File: config.mk
export PLATFORM = sky130hd
export DESIGN_NAME = ddr_crc_arbiter
export DESIGN_NICKNAME = d
export VERILOG_FILES = /design/src/rtl/ddr_crc_arbiter_pkg.sv /design/src/rtl/ddr_crc_arbiter_rr.sv /design/src/rtl/ddr_crc_arbiter.sv
export SDC_FILE = /design/constraint.sdc
export NUM_CORES = 1
export LEC_CHECK = 0
export CAP_MARGIN = 20
export CORE_UTILIZATION = 50
export DETAILED_ROUTE_END_ITERATION = 8
export DONT_BUFFER_PORTS = 1
export GPL_ROUTABILITY_DRIVEN = 1
export HOLD_SLACK_MARGIN = 0.03
export PLACE_DENSITY_LB_ADDON = 0.2
export SLEW_MARGIN = 20
export SYNTH_ARGS = -nofsm -noshare
export SYNTH_HDL_FRONTEND = slang
export SYNTH_HIERARCHICAL = 1
export SYNTH_SLANG_ARGS = --single-unit
File: constraint.sdc
create_clock -name i_sys_clk -period 1.75 [get_ports i_sys_clk]
set_input_delay 0.4375 -clock i_sys_clk [delete_from_list [all_inputs] [get_ports i_sys_clk]]
set_output_delay 0.4375 -clock i_sys_clk [all_outputs]
set_load 0.02 [all_outputs]
File: src/rtl/ddr_crc_arbiter_pkg.sv
// ddr_crc_arbiter_pkg: shared CRC constants, arbiter FSM states and the serial CRC step function
package ddr_crc_arbiter_pkg;
  localparam logic [4:0] CRC5_POLY = 5'h05;
  localparam logic [4:0] CRC5_SEED = 5'h1F;
  typedef enum logic [1:0] {ARB_IDLE, ARB_LOCK, ARB_DONE} arb_state_t;
  // MSB-first LFSR over the low data_w bits; crc_w <= 32 and data_w <= 64
  function automatic logic [31:0] crc5_next(input logic [31:0] crc, input logic [63:0] data,
                                            input int crc_w, input int data_w, input logic [31:0] poly);
    logic [31:0] c;
    logic [31:0] mask;
    logic fb;
    c = crc;
    mask = (32'd1 << crc_w) - 32'd1;
    for (int i = 63; i >= 0; i--) begin
      if (i < data_w) begin
        fb = c[crc_w-1] ^ data[i];
        c = ((c << 1) ^ (fb ? poly : 32'd0)) & mask;
      end
    end
    return c;
  endfunction
endpackage

File: src/rtl/ddr_crc_arbiter_rr.sv
// ddr_crc_arbiter_rr: combinational rotating-priority arbiter, first requester at or after ptr wins
module ddr_crc_arbiter_rr #(
  parameter int N_CH = 2,
  parameter int IW = 1
) (
  input  logic [N_CH-1:0] req,
  input  logic [IW-1:0]   ptr,
  output logic [N_CH-1:0] grant,
  output logic [IW-1:0]   idx,
  output logic            any
);
  always_comb begin
    grant = '0;
    idx = '0;
    any = 1'b0;
    for (int i = 0; i < N_CH; i++) begin
      if (!any && req[(int'(ptr) + i) % N_CH]) begin
        any = 1'b1;
        grant[(int'(ptr) + i) % N_CH] = 1'b1;
        idx = IW'((int'(ptr) + i) % N_CH);
      end
    end
  end
endmodule

File: src/rtl/ddr_crc_arbiter.sv
// ddr_crc_arbiter: CRC engine shared by N_CH HDR-DDR requesters with round-robin per-frame grant lock
module ddr_crc_arbiter
  import ddr_crc_arbiter_pkg::*;
#(
  parameter int N_CH = 2,
  parameter int DATA_W = 8,
  parameter int CRC_W = 5,
  parameter logic [CRC_W-1:0] CRC_POLY = CRC_W'(CRC5_POLY),
  parameter logic [CRC_W-1:0] CRC_SEED = CRC_W'(CRC5_SEED)
) (
  input  logic                     i_sys_clk,
  input  logic                     i_sys_rst,
  input  logic [N_CH-1:0]          i_ch_en,
  input  logic [N_CH-1:0]          i_ch_data_valid,
  input  logic [N_CH-1:0]          i_ch_last_byte,
  input  logic [N_CH*DATA_W-1:0]   i_ch_data,
  input  logic                     i_ddrccc_abort,
  output logic [N_CH-1:0]          o_ch_grant,
  output logic                     o_crc_busy,
  output logic [CRC_W-1:0]         o_txrx_crc_value,
  output logic                     o_txrx_crc_valid,
  output logic [N_CH-1:0]          o_ch_err
);
  localparam int IW = N_CH > 1 ? $clog2(N_CH) : 1;
  arb_state_t state, state_d;
  logic [N_CH-1:0] grant, grant_d, win_grant, err, err_d;
  logic [IW-1:0] ptr, ptr_d, owner, owner_d, win_idx;
  logic [CRC_W-1:0] crc, crc_d;
  logic [DATA_W-1:0] own_data;
  logic win_any;

  ddr_crc_arbiter_rr #(.N_CH(N_CH), .IW(IW)) u_rr (
    .req(i_ch_en), .ptr(ptr), .grant(win_grant), .idx(win_idx), .any(win_any)
  );

  assign own_data = i_ch_data[owner*DATA_W +: DATA_W];

  always_comb begin
    state_d = state;
    grant_d = grant;
    owner_d = owner;
    ptr_d = ptr;
    crc_d = crc;
    // only the locked owner may stream; every other valid beat is flagged and dropped
    err_d = (N_CH == 1) ? '0 : i_ch_data_valid & ~((state == ARB_LOCK) ? grant : '0);
    if (i_ddrccc_abort) begin
      state_d = ARB_IDLE;
      grant_d = '0;
      crc_d = CRC_SEED;
    end else if (state == ARB_IDLE) begin
      if (win_any) begin
        state_d = ARB_LOCK;
        grant_d = win_grant;
        owner_d = win_idx;
        ptr_d = (win_idx == IW'(N_CH - 1)) ? '0 : win_idx + 1'b1;
      end
    end else if (state == ARB_LOCK) begin
      if (!i_ch_en[owner]) begin
        state_d = ARB_IDLE;
        grant_d = '0;
        crc_d = CRC_SEED;
      end else if (i_ch_data_valid[owner]) begin
        crc_d = CRC_W'(crc5_next(32'(crc), 64'(own_data), CRC_W, DATA_W, 32'(CRC_POLY)));
        state_d = i_ch_last_byte[owner] ? ARB_DONE : ARB_LOCK;
        grant_d = i_ch_last_byte[owner] ? '0 : grant;
      end
    end else begin
      state_d = ARB_IDLE;
      crc_d = CRC_SEED;
    end
  end

  always_ff @(posedge i_sys_clk) begin
    if (!i_sys_rst) begin
      state <= ARB_IDLE;
      grant <= '0;
      ptr <= '0;
      owner <= '0;
      crc <= CRC_SEED;
      err <= '0;
    end else begin
      state <= state_d;
      grant <= grant_d;
      ptr <= ptr_d;
      owner <= owner_d;
      crc <= crc_d;
      err <= err_d;
    end
  end

  assign o_ch_grant = grant;
  assign o_crc_busy = state == ARB_LOCK;
  assign o_txrx_crc_value = crc;
  assign o_txrx_crc_valid = state == ARB_DONE;
  assign o_ch_err = err;
endmodule

==> reports/metrics.json, run 1 <==
{
  "most-common-layout-cells": {"value": "sky130_fd_sc_hd__dfxtp_1 (12), sky130_fd_sc_hd__xnor2_1 (11), sky130_fd_sc_hd__nand2_1 (10), sky130_fd_sc_hd__mux2i_1 (10), sky130_fd_sc_hd__buf_4 (9)"},
  "hold-worst-slack": {"value": 278, "unit": "ps"},
  "nFillCells": {"value": 146},
  "tritoncts": {"value": "built"},
  "synthToLayoutAreaGrowth": {"value": 14.8, "unit": "%"},
  "synth-seq-cells": {"value": 13},
  "grt_first_pass_wirelength": {"value": 2660, "unit": "um"},
  "cts.clk_slew.worst_paths": {"value": 80, "unit": "ps"},
  "dieArea": {"value": 1820, "unit": "sq um"},
  "route.met3.wl": {"value": 107, "unit": "um"},
  "gp_congestion": {"value": 0.758},
  "drt_iter0_drc": {"value": 15},
  "drc_viols": {"value": 0},
  "avgRoutedWirePerCell": {"value": 14.1, "unit": "um"},
  "critical_path.n_buffers_inverters": {"value": 1},
  "power.share.clock": {"value": 27.7, "unit": "%"},
  "post_syn_instances": {"value": 94},
  "finalWorstSetupSlack": {"value": 27.1, "unit": "ps"},
  "grt_util_all_layers": {"value": 19.6, "unit": "%"},
  "yosys_warnings": {"value": 6},
  "cts_root_buf": {"value": "sky130_fd_sc_hd__clkbuf_4"},
  "power_density": {"value": 708, "unit": "nW/um^2"},
  "critPathTopFamily": {"value": "XOR/XNOR gates"},
  "report.final.setup_viol": {"value": 0},
  "max-vdd-ir-drop": {"value": 0.360, "unit": "mV"},
  "floorplan.die.height": {"value": 42.7, "unit": "um"},
  "drtPass1Iterations": {"value": 6},
  "met1Wirelength": {"value": 701, "unit": "um"},
  "max_cap_viol_count": {"value": 0},
  "overflow": {"value": 0},
  "io-pin-count": {"value": 36},
  "min_path_type": {"value": "in -> reg"},
  "report.final.slew_viol_count": {"value": 0},
  "yosysSeqAreaShare": {"value": 31.5, "unit": "%"},
  "power_frac_comb": {"value": 25.1, "unit": "%"},
  "switching_share": {"value": 28.6, "unit": "%"},
  "initial_cell_density_of_the_core": {"value": 54.3, "unit": "%"},
  "grt_start_max_net_pins": {"value": 10},
  "leakage": {"value": 0.361, "unit": "nW"},
  "ys_types": {"value": 27},
  "post_synth_instance_area": {"value": 827, "unit": "sq um"},
  "worst-setup-path-type": {"value": "reg -> reg"},
  "uppermost_routed_layer": {"value": "met4"},
  "layout.nets": {"value": 132},
  "crit_path_cell_trace": {"value": "buf_12 > mux2i_1 > xor2_1 > xnor2_1 > xnor2_1 > xnor2_1 > a21oi_1"},
  "multiInputGateArea": {"value": 548, "unit": "sq um"},
  "num_vias": {"value": 688},
  "insertion_delay": {"value": 270, "unit": "ps"},
  "setup.worst_path.start_class": {"value": "register"},
  "most_frequent_standard_cell_in_the_layout_excluding_fill_and_tap_cells": {"value": "sky130_fd_sc_hd__dfxtp_1"},
  "htreeDepth": {"value": 1},
  "ant_nets": {"value": 0},
  "timing.critical_path.to_type": {"value": "register"},
  "cts_hold_buf": {"value": 0},
  "max-clock-path-buffers": {"value": 2},
  "highest_cell_delay_on_the_worst_timing_path": {"value": 370, "unit": "ps"},
  "power_switching": {"value": 0.000192, "unit": "W"},
  "maxSlewHeadroom": {"value": 65.7, "unit": "%"},
  "rrSetupSlack": {"value": 30, "unit": "ps"},
  "cts_inserted_buffers": {"value": 3},
  "floorplan.rows": {"value": 14},
  "routed_via_density": {"value": 5.64},
  "clock-sinks": {"value": 13},
  "clock_skew": {"value": 4.83, "unit": "ps"},
  "timing_worst_slew_pin_value": {"value": 511, "unit": "ps"},
  "synth.net_count": {"value": 119},
  "place.detailed.hpwl": {"value": 1320, "unit": "um"},
  "path_max_fanout": {"value": 5},
  "max_freq": {"value": 580, "unit": "MHz"},
  "placement.setup.worst_slack": {"value": -60.4, "unit": "ps"},
  "final.min_clock_period": {"value": 1720, "unit": "ps"},
  "fraction_of_power_consumed_by_sequential_logic": {"value": 47.2, "unit": "%"},
  "drive_gt1_share": {"value": 16.0, "unit": "%"},
  "timing.critical_path.slowest_stage_cell": {"value": "sky130_fd_sc_hd__dfxtp_4"},
  "floorplan.die.width": {"value": 42.7, "unit": "um"},
  "route.met2.wl": {"value": 901, "unit": "um"},
  "timing.critical_path.arrival": {"value": 1890, "unit": "ps"},
  "number_of_global_route_vias_before_repair": {"value": 640},
  "grt_setup_unrepaired": {"value": "true"},
  "port_buffers": {"value": 0},
  "finalCritPeriodShare": {"value": 98.4, "unit": "%"},
  "synth_top_cell_area_share": {"value": 31.5, "unit": "%"},
  "cp.required": {"value": 1920, "unit": "ps"},
  "synth_top_cells_by_area": {"value": "sky130_fd_sc_hd__dfxtp_1 (31%), sky130_fd_sc_hd__mux2i_1 (12%), sky130_fd_sc_hd__xnor2_1 (12%)"},
  "netlist.top_cell.by_area": {"value": "sky130_fd_sc_hd__dfxtp_1"},
  "antenna_cells_inserted": {"value": 0},
  "status": {"value": "completed"},
  "antenna_found_initial": {"value": 0},
  "internal_power": {"value": 0.000480, "unit": "W"},
  "routed_wl": {"value": 1720, "unit": "um"},
  "hold_viol_final": {"value": 0},
  "sequential_cell_area": {"value": 264, "unit": "sq um"},
  "core": {"value": 1520, "unit": "sq um"},
  "post_synth.cell_area_avg": {"value": 8.80, "unit": "sq um"},
  "cell_repeated_most_along_the_worst_path": {"value": "sky130_fd_sc_hd__xnor2_1"}
}
## metrics by stage
step                setup TNS, ps  utilization (%)  total power, W  std cells  instance area [sq um]
floorplan                       0                -        0.000450         94                    827
global placement            -32.6             58.9        0.000481        115                    897
detailed placement           -103             58.9        0.000483        115                    897
CTS                         -18.1             61.7        0.000677        121                    940
global route                 -245             62.3        0.000709        122                    950
finish                          0             62.3        0.000672        122                    950
## power by group through the flow
stage / clock network [W] / registers, W / logic [W]
after detailed placement: 0 / 0.000325 / 0.000158
final: 0.000186 / 0.000317 / 0.000169
after global placement: 0 / 0.000325 / 0.000156
after floorplan: 0 / 0.000323 / 0.000127
after global routing: 0.000205 / 0.000319 / 0.000185
after CTS: 0.000193 / 0.000318 / 0.000166
## flip-flops by register name (all words and copies together), names as in the netlist
| signal | cells |
|---|---|
| o_ch_err | 2 |
| o_ch_grant | 2 |
| o_txrx_crc_value | 5 |
| ptr | 1 |
| state | 2 |
| owner | 1 |
## path summary, 6_finish.rpt
check                      from                          endpoint  depth (start not counted)
max          owner$_SDFFE_PN0P_  o_txrx_crc_value[2]$_SDFFE_PP1P_                          7
min          i_ch_data_valid[0]            o_ch_err[0]$_SDFF_PN0_                          2
min reg2reg    ptr$_SDFFE_PN0P_                  ptr$_SDFFE_PN0P_                          2
max reg2reg  owner$_SDFFE_PN0P_  o_txrx_crc_value[2]$_SDFFE_PP1P_                          7
## synth_stat cells, drive strengths merged
cell	number
nor3b	1
mux2i	10
nand2	10
or3	1
a311oi	1
mux2	1
buf	2
a21boi	5
dfxtp	13
nor4	1
nand2b	1
nor2b	4
and4bb	1
o21ai	2
nor3	3
and2	2
xnor2	12
o22ai	3
a31oi	1
nor2	7
a21oi	5
or2	1
inv	1
xor2	6
## what timing repair did
action | CTS | global route
pin swaps | 7 | 6
resized for setup | 1 | 1
setup buffers | 2 | 1
setup endpoints to repair | 2 | 3
## cells by family (layout without fill, tap and decap cells)
kind of cell | after synthesis | after routing | share of synthesized area, %
XOR/XNOR | 18 | 18 | 20.0
AND/OR/NAND/NOR | 32 | 32 | 19.5
multiplexers | 11 | 11 | 13.5
AO/OA/AOI/OAI | 17 | 17 | 13.3
buffers and inverters | 3 | 15 | 2.27
flip-flops | 13 | 13 | 31.5
## final cells by class
class | instances | area share [%]
flip-flops and latches | 13 | 27.8
clock buffers | 4 | 2.77
well taps | 16 | 2.11
repair buffers | 10 | 9.22
inverters | 1 | 0.395
multi-input cells | 78 | 57.7
## routing by layer
layer / GRT usage, % / up-vias
li1: - / 350
met1: 22.4 / 310
met2: 34.5 / 26
met3: 5.96 / 2
met4: 5.63 / 0
met5: 0 / -
Note: power is estimated with default switching activity, not from simulation.
==> run 2: changes to the inputs <==
--- a/config.mk
+++ b/config.mk
@@ -6,7 +6,8 @@
 export NUM_CORES = 1
 export LEC_CHECK = 0
 export CAP_MARGIN = 20
-export CORE_UTILIZATION = 50
+export CORE_ASPECT_RATIO = 1.5
+export CORE_UTILIZATION = 37
 export DETAILED_ROUTE_END_ITERATION = 8
 export DONT_BUFFER_PORTS = 1
 export GPL_ROUTABILITY_DRIVEN = 1
==> run 2 against run 1 <==
  * The flow now finishes with violations (setup timing)
  * Largest cell class unchanged
  * Die area up 34%
  * Global-route usage decreased by 3.5 points
  * Wire length up 11%
  * Final area increased by 8.6%
  * Final cell count up 7.4%
  * Fmax is 5.0% lower
  * Non-clock buffer count is 3 higher
  * Largest power group unchanged
  * Count of clock-buffer cells in the layout did not move
  * Setup slack worse by 91 ps
==> reports/metrics.json, run 2 (synthesized netlist as in run 1, its figures left out) <==
{
  "max-vdd-ir-drop": {"value": 0.459, "unit": "mV"},
  "post-layout-total-power": {"value": 0.000707, "unit": "W"},
  "drt_iter0_drc": {"value": 0},
  "rrSetupSlack": {"value": -60, "unit": "ps"},
  "highest_cell_delay_on_the_worst_timing_path": {"value": 370, "unit": "ps"},
  "clock_skew": {"value": 2.69, "unit": "ps"},
  "ant_nets": {"value": 0},
  "cts_root_buf": {"value": "sky130_fd_sc_hd__clkbuf_4"},
  "final.setup.tns": {"value": -100, "unit": "ps"},
  "cell_repeated_most_along_the_worst_path": {"value": "sky130_fd_sc_hd__xnor2_2"},
  "clock-sinks": {"value": 13},
  "htreeDepth": {"value": 1},
  "number_of_global_route_vias_before_repair": {"value": 666},
  "finalWorstSetupSlack": {"value": -64.1, "unit": "ps"},
  "maxSlewHeadroom": {"value": 73.8, "unit": "%"},
  "gr-max-usage-layer": {"value": "met2"},
  "groute.layer.met1.usage": {"value": 15.4, "unit": "%"},
  "max_cap_viol_count": {"value": 0},
  "place.detailed.instances": {"value": 125},
  "largest_register_ff_count": {"value": 5},
  "gr-usage-met3": {"value": 4.09, "unit": "%"},
  "insertion_delay": {"value": 270, "unit": "ps"},
  "leakage": {"value": 0.401, "unit": "nW"},
  "floorplan.die.width": {"value": 40.6, "unit": "um"},
  "port_buffers": {"value": 0},
  "setup.worst_path.start_class": {"value": "register"},
  "core": {"value": 2080, "unit": "sq um"},
  "final.min_clock_period": {"value": 1810, "unit": "ps"},
  "routed_via_density": {"value": 5.34},
  "critical_path_launch_point": {"value": "owner$_SDFFE_PN0P_"},
  "tritoncts": {"value": "built"},
  "timing.critical_path.to_type": {"value": "register"},
  "grt_util_all_layers": {"value": 16.1, "unit": "%"},
  "finalCritPeriodShare": {"value": 104, "unit": "%"},
  "initial_cell_density_of_the_core": {"value": 39.8, "unit": "%"},
  "grt_start_max_net_pins": {"value": 10},
  "crit_path_cell_trace": {"value": "buf_12 > mux2i_2 > xor2_1 > buf_4 > xnor2_2 > xnor2_2 > and4bb_1 > nor3_2"},
  "min_path_type": {"value": "in -> reg"},
  "report.final.slew_viol_count": {"value": 0},
  "hold_viol_final": {"value": 0},
  "cp.required": {"value": 1910, "unit": "ps"},
  "power_density": {"value": 686, "unit": "nW/um^2"},
  "worstHoldStart": {"value": "i_ch_data_valid[0]"},
  "worst-setup-path-type": {"value": "reg -> reg"},
  "routed_wl": {"value": 1910, "unit": "um"},
  "dieArea": {"value": 2430, "unit": "sq um"},
  "final_util": {"value": 49.6, "unit": "%"},
  "status": {"value": "complete, but fails checks"},
  "antenna_cells_inserted": {"value": 0},
  "fin_cells": {"value": 131},
  "synthToLayoutAreaGrowth": {"value": 24.7, "unit": "%"},
  "critPathTopFamily": {"value": "XOR/XNOR gates"},
  "timing.critical_path.arrival": {"value": 1970, "unit": "ps"},
  "max-clock-path-buffers": {"value": 2},
  "avgRoutedWirePerCell": {"value": 14.6, "unit": "um"},
  "place.detailed.hpwl": {"value": 1410, "unit": "um"},
  "drc_viols": {"value": 0},
  "num_vias": {"value": 700},
  "io-pin-count": {"value": 36},
  "cts_inserted_buffers": {"value": 3},
  "layout.nets": {"value": 135},
  "placement.setup.worst_slack": {"value": -54.5, "unit": "ps"},
  "violations": {"value": "setup timing"},
  "report.final.setup_viol": {"value": 2},
  "floorplan.die.height": {"value": 59.9, "unit": "um"},
  "critical_path.n_buffers_inverters": {"value": 2},
  "met2_usage": {"value": 30.4, "unit": "%"},
  "path_max_fanout": {"value": 7},
  "floorplan.rows": {"value": 20},
  "drtPass1Iterations": {"value": 1},
  "most-common-layout-cells": {"value": "sky130_fd_sc_hd__dfxtp_1 (12), sky130_fd_sc_hd__buf_4 (12), sky130_fd_sc_hd__nand2_1 (10), sky130_fd_sc_hd__mux2i_1 (9)"},
  "timing_worst_slew_pin_value": {"value": 391, "unit": "ps"},
  "drive_gt1_share": {"value": 25.7, "unit": "%"},
  "cts.clk_slew.worst_paths": {"value": 80, "unit": "ps"},
  "grt_first_pass_wirelength": {"value": 2670, "unit": "um"},
  "grt_setup_unrepaired": {"value": "true"},
  "overflow": {"value": 0},
  "gp_congestion": {"value": 0.758},
  "timing.critical_path.slowest_stage_cell": {"value": "sky130_fd_sc_hd__dfxtp_4"},
  "ff_to_ff_start": {"value": "owner$_SDFFE_PN0P_"},
  "max_freq": {"value": 551, "unit": "MHz"},
  "antenna_found_initial": {"value": 0}
}
-- run 2: worst paths after layout --
| kind | to | cells past startpoint |
|---|---|---|
| max reg2reg | o_txrx_crc_value[3]$_SDFFE_PP1P_ | 8 |
| min | o_ch_err[0]$_SDFF_PN0_ | 2 |
| max | o_txrx_crc_value[3]$_SDFFE_PP1P_ | 8 |
| min reg2reg | ptr$_SDFFE_PN0P_ | 2 |
-- run 2: area by class of cell --
type	instances	area, sq um
multi-input cells	78	599
inverters	1	3.75
repair buffers	13	110
flip-flops and latches	13	264
clock buffers	4	26.3
fillers	203	1050
well taps	22	27.5
-- run 2: per-layer routing --
layer	vias up	part of all wire, %	wire length, um
li1	354	-	-
met3	4	3.6	68
met1	320	39	745
met5	-	0	0
met2	22	55	1060
met4	0	1.9	37
-- run 2: report_power, final --
part	internal, W	switching, W
Clock	0.0000882	0.0000958
Combinational	0.000110	0.0000963
Sequential	0.000304	0.0000130
Total	0.000502	0.000205
-- run 2: timing repair --
action	in CTS	in global routing
buffers inserted	1	1
resized for setup	2	8
pin swaps	3	4
setup endpoints to repair	2	3
hold buffers	0	0
-- run 2: metrics by stage --
stage	hold slack, ps	instance area [sq um]
6_report	276	1030
5_1_grt	279	1030
4_1_cts	275	977
3_5_place_dp	487	935
3_3_place_gp	477	935
2_1_floorplan	468	827
